===== config.mk =====
export PLATFORM = sky130hd
export DESIGN_NAME = axon_delay_line
export DESIGN_NICKNAME = d
export VERILOG_FILES = /design/src/rtl/neuron_pkg.sv /design/src/rtl/spike_fifo.sv /design/src/rtl/axon_delay_line.sv
export SDC_FILE = /design/constraint.sdc
export NUM_CORES = 1
export LEC_CHECK = 0
export BUFFER_PORTS_ARGS = -buffer_cell sky130_fd_sc_hd__buf_4
export CORE_MARGIN = 2
export CORE_UTILIZATION = 45
export DETAILED_ROUTE_END_ITERATION = 10
export PLACE_DENSITY = 0.66
export SYNTH_ARGS = -nofsm -noshare
export SYNTH_HDL_FRONTEND = slang
export SYNTH_SLANG_ARGS = --single-unit

===== constraint.sdc =====
create_clock -name clk -period 4.1 [get_ports clk]
set_clock_uncertainty 0.05 [all_clocks]
set_input_delay 0.615 -clock clk [delete_from_list [all_inputs] [get_ports clk]]
set_output_delay 0.615 -clock clk [all_outputs]
set_load 0.05 [all_outputs]

===== src/rtl/neuron_pkg.sv =====
// Shared neuron definitions: lifecycle states and default timestamp width.
// Used by the soma and by the axon delay line.
package neuron_pkg;

  // RUN: accepting and emitting spikes. DEAD: flushed and idle until reset.
  typedef enum logic {
    RUN  = 1'b0,
    DEAD = 1'b1
  } neuron_state_e;

  // Default width of timestamps, delays and the global time counter.
  localparam int NEURON_TW = 8;

  // Width of the source id attached to emitted spikes.
  localparam int NEURON_ID_W = 8;

endpackage : neuron_pkg


===== src/rtl/spike_fifo.sv =====
// Plain FIFO of pending spike due-times.
// A push while full and a pop while empty are both ignored.
// clr empties the queue synchronously and has priority over push/pop.
module spike_fifo #(
  parameter int DEPTH = 8,
  parameter int W     = 8,
  localparam int AW   = $clog2(DEPTH)
) (
  input  logic          clk,
  input  logic          rst,
  input  logic          clr,
  input  logic          push,
  input  logic          pop,
  input  logic [W-1:0]  din,
  output logic [W-1:0]  dout,
  output logic [AW:0]   count,
  output logic          full,
  output logic          empty
);

  logic [W-1:0]  mem_q [DEPTH];
  logic [AW-1:0] wr_ptr_q;
  logic [AW-1:0] rd_ptr_q;
  logic [AW:0]   count_q;
  logic          push_ok;
  logic          pop_ok;

  assign full    = (count_q == (AW+1)'(DEPTH));
  assign empty   = (count_q == '0);
  assign push_ok = push && !full;
  assign pop_ok  = pop && !empty;
  assign dout    = mem_q[rd_ptr_q];
  assign count   = count_q;

  // Storage array: data only, no reset needed since pointers gate visibility.
  always_ff @(posedge clk) begin
    if (push_ok && !clr) begin
      mem_q[wr_ptr_q] <= din;
    end
  end

  // Pointers and occupancy; DEPTH is a power of two so pointers wrap naturally.
  always_ff @(posedge clk or posedge rst) begin
    if (rst) begin
      wr_ptr_q <= '0;
      rd_ptr_q <= '0;
      count_q  <= '0;
    end else if (clr) begin
      wr_ptr_q <= '0;
      rd_ptr_q <= '0;
      count_q  <= '0;
    end else begin
      if (push_ok) wr_ptr_q <= wr_ptr_q + 1'b1;
      if (pop_ok)  rd_ptr_q <= rd_ptr_q + 1'b1;
      case ({push_ok, pop_ok})
        2'b10:   count_q <= count_q + 1'b1;
        2'b01:   count_q <= count_q - 1'b1;
        default: count_q <= count_q;
      endcase
    end
  end

endmodule : spike_fifo


===== src/rtl/axon_delay_line.sv =====
// Axon delay line: queues spikes from the soma, holds each one until its
// arrival time (fire time + configured delay) is reached on the global time
// counter, then presents it to the router through a registered output stage.
//
// Handshakes: a transfer happens on a rising edge where valid && ready are
// both high. A valid source holds valid and its payload steady until that
// edge. in_ready is combinational from state and queue occupancy only, never
// from in_valid. out_valid/out_time come straight from registers.
module axon_delay_line
  import neuron_pkg::*;
#(
  parameter int         DEPTH     = 8,
  parameter int         TW        = NEURON_TW,
  parameter logic [7:0] NEURON_ID = 8'd0,
  localparam int        CW        = $clog2(DEPTH) + 1
) (
  input  logic          clk,
  input  logic          rst,
  input  logic          kill,
  input  logic          cfg_we,
  input  logic [TW-1:0] axon_delay,
  input  logic          tick,
  input  logic          in_valid,
  output logic          in_ready,
  input  logic [TW-1:0] in_time,
  output logic          out_valid,
  input  logic          out_ready,
  output logic [TW-1:0] out_time,
  output logic [7:0]    out_id,
  output logic [CW-1:0] count,
  output logic          dbg_state
);

  neuron_state_e state_q, state_d;
  logic [TW-1:0] now_q;
  logic [TW-1:0] delay_q;
  logic          out_valid_q, out_valid_d;
  logic [TW-1:0] out_time_q, out_time_d;

  logic          fifo_full;
  logic          fifo_empty;
  logic [CW-1:0] fifo_count;
  logic [TW-1:0] head_time;
  logic [TW-1:0] due_in;
  logic [TW-1:0] age;
  logic          head_due;
  logic          kill_now;
  logic          run_ok;
  logic          push;
  logic          pop;
  logic          out_load;
  logic          cfg_ok;

  // Kill only matters while running; once dead the block is inert until rst.
  assign kill_now = (state_q == RUN) && kill;
  assign run_ok   = (state_q == RUN) && !kill;

  assign in_ready = (state_q == RUN) && !fifo_full;
  assign push     = in_valid && in_ready && !kill;
  assign due_in   = in_time + delay_q;

  // Serial-number comparison: head is due once now is at most half the
  // counter range past it, which tolerates wrap of the time counter.
  assign age      = now_q - head_time;
  assign head_due = !fifo_empty && !age[TW-1];

  // Output register may take a new spike when empty or when being consumed.
  assign out_load = run_ok && (!out_valid_q || out_ready);
  assign pop      = out_load && head_due;

  // Delay is only changed while nothing is in flight, so FIFO order stays
  // equal to due-time order.
  assign cfg_ok   = cfg_we && fifo_empty && !out_valid_q;

  assign out_valid = out_valid_q;
  assign out_time  = out_time_q;
  assign out_id    = NEURON_ID;
  assign count     = fifo_count;
  assign dbg_state = state_q;

  spike_fifo #(
    .DEPTH (DEPTH),
    .W     (TW)
  ) u_fifo (
    .clk   (clk),
    .rst   (rst),
    .clr   (kill_now),
    .push  (push),
    .pop   (pop),
    .din   (due_in),
    .dout  (head_time),
    .count (fifo_count),
    .full  (fifo_full),
    .empty (fifo_empty)
  );

  // Lifecycle next state: RUN falls to DEAD on kill, DEAD is sticky.
  always_comb begin
    state_d = state_q;
    if (kill_now) begin
      state_d = DEAD;
    end
  end

  // Output stage next state: flush on kill, otherwise refill when allowed.
  always_comb begin
    out_valid_d = out_valid_q;
    out_time_d  = out_time_q;
    if (kill_now) begin
      out_valid_d = 1'b0;
    end else if (out_load) begin
      out_valid_d = head_due;
      if (head_due) begin
        out_time_d = head_time;
      end
    end
  end

  // State, time counter, delay register and output stage.
  always_ff @(posedge clk or posedge rst) begin
    if (rst) begin
      state_q     <= RUN;
      now_q       <= '0;
      delay_q     <= '0;
      out_valid_q <= 1'b0;
      out_time_q  <= '0;
    end else begin
      state_q     <= state_d;
      out_valid_q <= out_valid_d;
      out_time_q  <= out_time_d;
      if (tick)   now_q   <= now_q + 1'b1;
      if (cfg_ok) delay_q <= axon_delay;
    end
  end

endmodule : axon_delay_line


Yosys cells after proc, flatten, opt, wreduce, memory -nomap -nowiden
Memory sizes are Yosys's and may differ from the RTL's.
Cells that the tools add are included.
{ "word_totals": {"register_bits": 36, "ramBits": 64, "output_inout_bits": 23, "word_cells": 57, "n_memories": 1} }
{ "memory_table": {"columns": ["memory", "depth", "width", "rd", "rd_clocked_by_memory_dff", "write_ports", "line_no", "rtl"], "rows": [
  ["u_fifo.mem_q", 8, 8, 1, 0, 1, "spike_fifo.sv:21", "logic [W-1:0] mem_q [DEPTH];"]
]} }
{ "op_classes": {"addsub": 7, "n_eq_ne": 3, "mux": 10, "bitwise": 2, "n_reduce_logical": 26} }
{ "ops": {"columns": ["op", "n"], "rows": [
  ["$logic_and 1x1->1", 13],
  ["$mux 3", 4],
  ["$add 8x1->8 const B", 1],
  ["$add 8x8->8", 1],
  ["$pmux 4 s2", 1],
  ["$sub 8x8->8", 1],
  ["$add 3x1->3 const B", 2],
  ["$logic_not 1->1", 6],
  ["$reduce_bool 2->1", 3],
  ["$add 4x1->4 const B", 1],
  ["$eq 4x4->1 const B", 1],
  ["$logic_not 4->1", 1],
  ["$mux 1", 4],
  ["$mux 4", 1],
  ["$sub 4x1->4 const B", 1],
  ["$reduce_and 3->1", 1],
  ["$reduce_bool 3->1", 1],
  ["$eq 2x1->1 const B", 1],
  ["$eq 2x2->1 const B", 1],
  ["$not 1->1", 2],
  ["$logic_or 1x1->1", 1]
]} }

Longest topological paths before layout
Gate-level depths: netlist (run 1).
{ "depth": {"word_depth": 9, "mapped_depth": 17, "ltp_nobuf": 15} }

Hierarchy
A second synthesis (run 1) with hierarchy kept.
{ "unflattened": {"cells_unflattened": 307, "area_unflattened_um2": 4654.5} }
{ "modules_own_cells": {"columns": ["module", "instances", "cells_per_inst", "area_each_um2", "seq_area_each_um2"], "rows": [
  ["spike_fifo", 1, 170, 3115.5, 2172.1],
  ["axon_delay_line", 1, 137, 1539.0, 650.6]
]} }

Least setup slack after synthesis (run 1)
Ideal clock, no wire load.
{ "synth_timing": {"path_type": "register to register", "start": "reg u_fifo.rd_ptr_q[0]", "end": "reg u_fifo.count_q[3], in the netlist u_fifo.count[3]", "setup_time_ps": 86, "t_arrival_ps": 4337, "required_ps": 3964, "setup_slack_ps": -372, "stages_incl_launch_ff": 17, "path_cell_list": "dfrtp_1 -> clkbuf_1 -> buf_2 -> mux4_2 -> mux2i_1 -> ha_1 -> o211ai_1 -> a21oi_1 -> a221oi_2 -> a21oi_2 -> or4_4 -> inv_1 -> ha_1 -> a21o_1 -> a21o_1 -> or3_1 -> a32oi_1"} }
{ "synth_between": {"elab_chain_len": 9, "word_cells_on_any_way": 11, "classes_between": "1 x add/sub; 2 x eq/ne; 2 x mux; 5 x reduce/logical; 1 x memory"} }
{ "synth_rtl": {"columns": ["element", "line_no", "rtl"], "rows": [
  ["start: declaration", "spike_fifo.sv:23", "logic [AW-1:0] rd_ptr_q;"],
  ["start signal: assignment", "spike_fifo.sv:54", "if (pop_ok) rd_ptr_q <= rd_ptr_q + 1'b1;"],
  ["$mem_v2 8x8 *", null, null],
  ["$sub 8x8->8 *", "axon_delay_line.sv:64", "assign age = now_q - head_time;"],
  ["$logic_not 1->1 *", "axon_delay_line.sv:65", "assign head_due = !fifo_empty && !age[TW-1];"],
  ["$logic_and 1x1->1 *", "axon_delay_line.sv:65", null],
  ["$logic_and 1x1->1 *", "axon_delay_line.sv:69", "assign pop = out_load && head_due;"],
  ["$logic_and 1x1->1 *", "spike_fifo.sv:31", "assign pop_ok = pop && !empty;"],
  ["$eq 2x1->1 or $eq 2x2->1 (tied branches)", "spike_fifo.sv:55", "case ({push_ok, pop_ok})"],
  ["$pmux 4 s2", "spike_fifo.sv:55", null],
  ["$mux 4", "spike_fifo.sv:48", "end else if (clr) begin"],
  ["end signal: assignment", "spike_fifo.sv:56", "2'b10: count_q <= count_q + 1'b1;"],
  ["end signal: assignment", "spike_fifo.sv:57", "2'b01: count_q <= count_q - 1'b1;"],
  ["end signal: assignment", "spike_fifo.sv:58", "default: count_q <= count_q;"],
  ["end: declaration", "spike_fifo.sv:24", "logic [AW:0] count_q;"]
]} }
Every way passes the cells marked *; elsewhere a longest branch is shown, timed or not.
A chain may end at the register's enable or synchronous reset.

Worst setup path after layout (run 1)
Ends and elaborated chain as after synthesis.

==> results.cfg, run 1 <==
[sta]
worst_slack_ns = 0.1294
drv_slew = 0
rsz0062_at_grt = true
slew_headroom_pct = 43.50
setup_viol = 0
setup_tns_ns = 0
holdWs_ns = 0.3206
min_period_over_period_pct = 96.84
max_freq_mhz = 251.9
period_minus_slack_ns = 3.971
worstMarginPinSlew_ns = 0.8437
final-hold-violation-count = 0

[worst_setup_path]
slowest_stage = mux4_2
critPathMaxFanout = 8
rrSetupSlack_ns = 0.13
cp.required_ns = 4.33
slowest_delay_ns = 0.51
cp_top_family = compound AO/OA/AOI/OAI gates
endpoint_kind = flop
crit_chain = buf_12 -> mux4_2 -> mux2i_2 -> ha_1 -> o211ai_1 -> a21oi_2 -> a221oi_2 -> a21oi_2 -> or4_4 -> inv_2 -> buf_4 -> ha_1 -> a21o_1 -> or3_1 -> a32oi_1
critical_path_arrival_ns = 4.21
criticalPathCategory = reg2reg
crit_path_start_kind = flop
reg2reg_from = u_fifo.rd_ptr_q[0]
reg2reg_depth = 15
crit_cells = 15
crit_buf_inv = 3
r2r_end = u_fifo.count[3]

[place]
placed_cell_area_um2 = 5097
place_hpwl_um = 5754
dp.cells = 480
post-place-ws_ns = 0.04479
port_buffers = 37
routabilityCongestion = 0.7561

[yosys]
synth_flop_cell = edfxtp_1
yosysTopAreaCellShare_pct = 42.02
synthCells = 304
synth-seq-cells = 100
syn_area_um2 = 4573
synth_warnings = 0
synthTopCellsByArea = edfxtp_1, dfrtp_1, mux4_2
synth_top_area_cell = edfxtp_1
synth_cell_type_count = 47
syn_avg_cell_area_um2 = 15.04
yosys-top-cells-count = edfxtp_1, dfrtp_1, ha_1
yosysMostFrequentCell = edfxtp_1
yosysSeqAreaShare_pct = 61.72
postSynth.asyncResetShare_pct = 36.00
synth_edf_count = 64

[grt]
grt_overflow_total = 0
track_usage_pct = 15.87
grt_pass1_vias = 2650
grt_pass1_wl_um = 13270
grt_start_max_net_pins = 37
grt_antenna_before_repair = 0

[clocking]
clockRootBuffer = clkbuf_8
cts_buffers = 9
clk_pin_slew_ns = 0.10
cts_hold_buf = 0
numClockSinks = 100
insertion_delay_ns = 0.36
cts.htree.levels = 3
cts.path.max_buffers = 2
cts_tree = done

[cells_and_area]
drive_gt1_share_pct = 32.43
final_cells = 500
fin_util_pct = 54.59
fin_area_um2 = 5360
nets = 405
antenna_cells = 0
area_delta_synth_final_pct = 17.21

[flow_run]
cap_violations = 0

[power]
design_power_total_mw = 2.841
ir_drop_mv = 0.3478
power_leakage_nw = 2.116
power.density_nw_per_um2 = 530.1

[route]
wl_per_cell_um = 16.38
viasPerCell = 5.164
drc = 0
dr_total_vias = 2582
drt_iter0_markers = 100
ant_nets = 0
first_pass_iters = 4
wirelength_um = 8189

[floorplanning]
rows = 36
ios = 46
start_util_pct = 46.57
core_um2 = 9819
die_h_um = 104.8
dieArea_um2 = 10990
die_w_um = 104.8

[outcome]
status = finished, final reports clean

[hold_path]
min_path_type = in2async
[layout by cell type, fill, tap and decap left out, types with 3 or more instances in the layout]
cell and instances:
a21o_1 5, a21oi_1 15, buf_4 55, clkbuf_8 9
conb_1 8, dfrtp_1 35, edfxtp_1 64, ha_1 18
inv_1 11, inv_6 4, mux2_2 9, mux2i_1 8
mux2i_2 3, mux4_2 16, nand2_1 15, nand3_1 5
nand4_1 3, nor2_1 16, o21ai_0 4, xnor2_1 12
xor2_1 5
[flip-flops by register name (all words and copies together) (netlist names)]
name,count
now_q,8
dbg_state,1
u_fifo.wr_ptr_q,3
out_valid,1
u_fifo.rd_ptr_q,3
delay_q,8
out_time,8
u_fifo.mem_q,64
u_fifo.count,4
[worst reg2reg max path, cell delays in order, from the launching register on]
cell and delay, ns:
dfrtp_2 0.43, buf_12 0.16, mux4_2 0.51, mux2i_2 0.18, ha_1 0.27, o211ai_1 0.23
a21oi_2 0.10, a221oi_2 0.33, a21oi_2 0.09, or4_4 0.43, inv_2 0.07, buf_4 0.11
ha_1 0.24, a21o_1 0.22, or3_1 0.31, a32oi_1 0.17
[final cells by class]
class,instances,area (µm²)
Fill cell,834,4459
Tap cell,133,166.4
Multi-Input combinational cell,181,1660
Clock inverter,7,62.56
Clock buffer,9,123.9
Sequential cell,100,2824
Timing Repair Buffer,58,478.0
Inverter,12,45.04
[how the worst max path moves through the flow]
stage / slack (ns) / start / end
2_1_floorplan: 0.005 / u_fifo.rd_ptr_q[0] / u_fifo.count[3]
3_3_place_gp: 0.13 / u_fifo.rd_ptr_q[0] / u_fifo.count[3]
3_5_place_dp: 0.04 / u_fifo.rd_ptr_q[0] / u_fifo.count[3]
4_1_cts: 0.02 / u_fifo.rd_ptr_q[0] / u_fifo.count[3]
5_1_grt: -0.07 / u_fifo.rd_ptr_q[0] / u_fifo.count[3]
6_report: 0.13 / u_fifo.rd_ptr_q[0] / u_fifo.count[3]
[layer usage]
layer | vias up | share of wire (%) | GRT usage [%] | wire length (µm)
li1 | 1240 | - | - | -
met3 | 4 | 6.8 | 4.492 | 558
met5 | - | 0 | 0 | 0
met1 | 1269 | 41 | 19.72 | 3324
met4 | 0 | 0.61 | 4.286 | 50
met2 | 69 | 52 | 27.23 | 4256
[power breakdown]
part	internal (mW)	switching, mW	leakage [nW]	total (mW)
Sequential	1.37	0.0884	1.01	1.46
Combinational	0.321	0.467	1.00	0.788
Clock	0.237	0.357	0.0988	0.594
[cells by family after synthesis]
family,share of synthesized area (%)
adders and majority gates,5.800
DFF,61.72
other,0.08200
and+or+nand+nor,6.949
xor gates and xnor gates,3.612
buffers and inverters,3.474
AOI/OAI and AO/OA,5.363
muxes,13.00
[repair_timing]
| item | in CTS | in global routing |
|---|---|---|
| setup buffers | 0 | 3 |
| endpoints found under the setup margin | 0 | 1 |
| resized for setup | 0 | 8 |
(Power assumes the default switching activity.)
==> run 2, diff against run 1 <==
--- a/config.mk
+++ b/config.mk
@@ -8,3 +8,2 @@
 export BUFFER_PORTS_ARGS = -buffer_cell sky130_fd_sc_hd__buf_4
-export CORE_MARGIN = 2
 export CORE_UTILIZATION = 45
--- a/constraint.sdc
+++ b/constraint.sdc
@@ -4,2 +4,2 @@
 set_output_delay 0.615 -clock clk [all_outputs]
-set_load 0.05 [all_outputs]
+set_load 0.1 [all_outputs]
==> results.cfg, run 2 (synthesis results as in run 1) <==
[clocking]
numClockSinks = 100
insertion_delay_ns = 0.36
clk_pin_slew_ns = 0.10
clockRootBuffer = clkbuf_8
cts.path.max_buffers = 2
cts_tree = done
cts_hold_buf = 0
cts_buffers = 9
cts.htree.levels = 3

[floorplanning]
rows = 36
ios = 46
die_w_um = 102.8
die_h_um = 102.8
core_um2 = 9819
start_util_pct = 46.57
dieArea_um2 = 10570

[hold_path]
min_path_type = in2async

[sta]
setup_viol = 0
drv_slew = 0
slew_headroom_pct = 42.80
final-hold-violation-count = 0
min_period_over_period_pct = 99.39
period_minus_slack_ns = 4.075
rsz0062_at_grt = true
max_freq_mhz = 245.4
worstMarginPinSlew_ns = 0.8549

[cells_and_area]
mostFrequentLayoutCells = buf_4, edfxtp_1, dfrtp_1
final_common_cell = buf_4
area_delta_synth_final_pct = 20.88
nets = 421
final_cells = 516
nFillCells = 827
antenna_cells = 0
fin_area_um2 = 5528
drive_gt1_share_pct = 35.25
max_flop_register = u_fifo.mem_q
largest_register_ffs = 64

[worst_setup_path]
reg2reg_from = u_fifo.rd_ptr_q[0]
slowest_delay_ns = 0.53
r2r_end = u_fifo.count[3]
reg2reg_depth = 16
critPathMaxFanout = 8
slowest_stage = or4_4
endpoint_kind = flop
cp.required_ns = 4.33
crit_path_start_kind = flop
crit_chain = buf_12 -> buf_6 -> mux4_2 -> mux2i_2 -> ha_1 -> o211ai_1 -> a21oi_2 -> a221oi_2 -> a21oi_2 -> or4_4 -> inv_4 -> buf_4 -> ha_4 -> a21o_1 -> or3_1 -> a32oi_1
cpMostUsedCell = a21oi_2
criticalPathCategory = reg2reg
rrSetupSlack_ns = 0.02
critical_path_arrival_ns = 4.31

[power]
power_frac_comb_pct = 30.0
intPower_mw = 2.017
power.density_nw_per_um2 = 544.4
power_leakage_nw = 2.189
sw_frac_of_total_pct = 32.99
ir_drop_mv = 0.4054
p_switching_uw = 992.9
p_clk_share_pct = 21.2
design_power_total_mw = 3.009
seqPwrFrac_pct = 48.8

[route]
wirelength_um = 8335
dr_total_vias = 2641
viasPerCell = 5.118
wl_per_cell_um = 16.15
drc = 0
drt_iter0_markers = 91
first_pass_iters = 4
ant_nets = 0

[grt]
grt_pass1_vias = 2708
grt_overflow_total = 0
grt_pass1_wl_um = 13450
grt_antenna_before_repair = 0
grt_start_max_net_pins = 37
track_usage_pct = 17.53

[place]
routabilityCongestion = 0.7563
dp.cells = 481
placed_cell_area_um2 = 5092
port_buffers = 37
place_hpwl_um = 5701

[outcome]
status = finished, final reports clean

[flow_run]
cap_violations = 0
run 2: changes by cell type in the layout (fill, tap and decap cells not counted), moves of 2 or more:
cell | previous run | this run
buf_6 | 0 | 2
ha_4 | 0 | 4
ha_1 | 18 | 14
buf_4 | 55 | 70
run 2: metrics by stage:
step / hold slack (ns) / setup WS, ns / util [%] / TNS [ns]
6_report: 0.3203 / 0.02495 / 56.29 / 0
5_1_grt: 0.3618 / -0.2085 / 56.29 / -0.2085
4_1_cts: 0.3161 / 0.006490 / 54.94 / 0
3_5_place_dp: 0.4362 / -0.06100 / 51.86 / -0.06100
3_3_place_gp: 0.4393 / 0.09391 / 51.86 / 0
2_1_floorplan: 0.4113 / 0.001728 / - / 0
run 2: how the worst max path moves through the flow:
stage | from | end | slack, ns | cells after the start
after floorplan | u_fifo.rd_ptr_q[0] | u_fifo.count[3] | 0.002 | 16
after global placement | u_fifo.rd_ptr_q[0] | u_fifo.count[3] | 0.09 | 15
after detailed placement | u_fifo.rd_ptr_q[0] | u_fifo.count[3] | -0.06 | 14
after CTS | u_fifo.rd_ptr_q[0] | u_fifo.count[3] | 0.006 | 17
after global routing | u_fifo.rd_ptr_q[0] | u_fifo.count[3] | -0.21 | 16
final | u_fifo.rd_ptr_q[0] | u_fifo.count[3] | 0.02 | 16
run 2: routing by layer:
metal	GRT usage [%]	wire length, µm	up-vias
met2	31.69	4382	62
met1	21.19	3605	1302
met4	5.309	67	0
met5	0	0	-
met3	3.458	279	6
li1	-	-	1271
run 2: what timing repair did:
action,CTS,global route
setup buffers,11,8
resized for setup,5,11
setup endpoints to repair,1,1
pin swaps,3,11
run 2: cell type report:
class | instances | area (µm²) | area share (%)
sequential | 100 | 2823 | 51.06
multi-input combinational | 181 | 1699 | 30.74
timing repair buffer | 74 | 588.1 | 10.64
tap | 133 | 166.4 | 3.010
clock buffer | 9 | 123.9 | 2.241
clock inverter | 7 | 80.08 | 1.449
inverter | 12 | 47.55 | 0.8601
run 2: power groups by stage:
stage          combinational, mW  clock [mW]  sequential (mW)
2_1_floorplan              0.540           0             1.58
3_3_place_gp               0.827           0             1.48
3_5_place_dp               0.853           0             1.48
4_1_cts                    0.875       0.662             1.46
5_1_grt                     1.01       0.688             1.48
6_report                   0.903       0.639             1.47
run 2: worst max-delay path, delay by kind of cell, from the launching register on:
family | cells | cell delay, ns
muxes | 2 | 0.70
and+or+nand+nor | 2 | 0.91
AOI/OAI and AO/OA | 6 | 1.03
buffers and inverters | 4 | 0.45
adders and majority gates | 2 | 0.47
DFF | 1 | 0.40
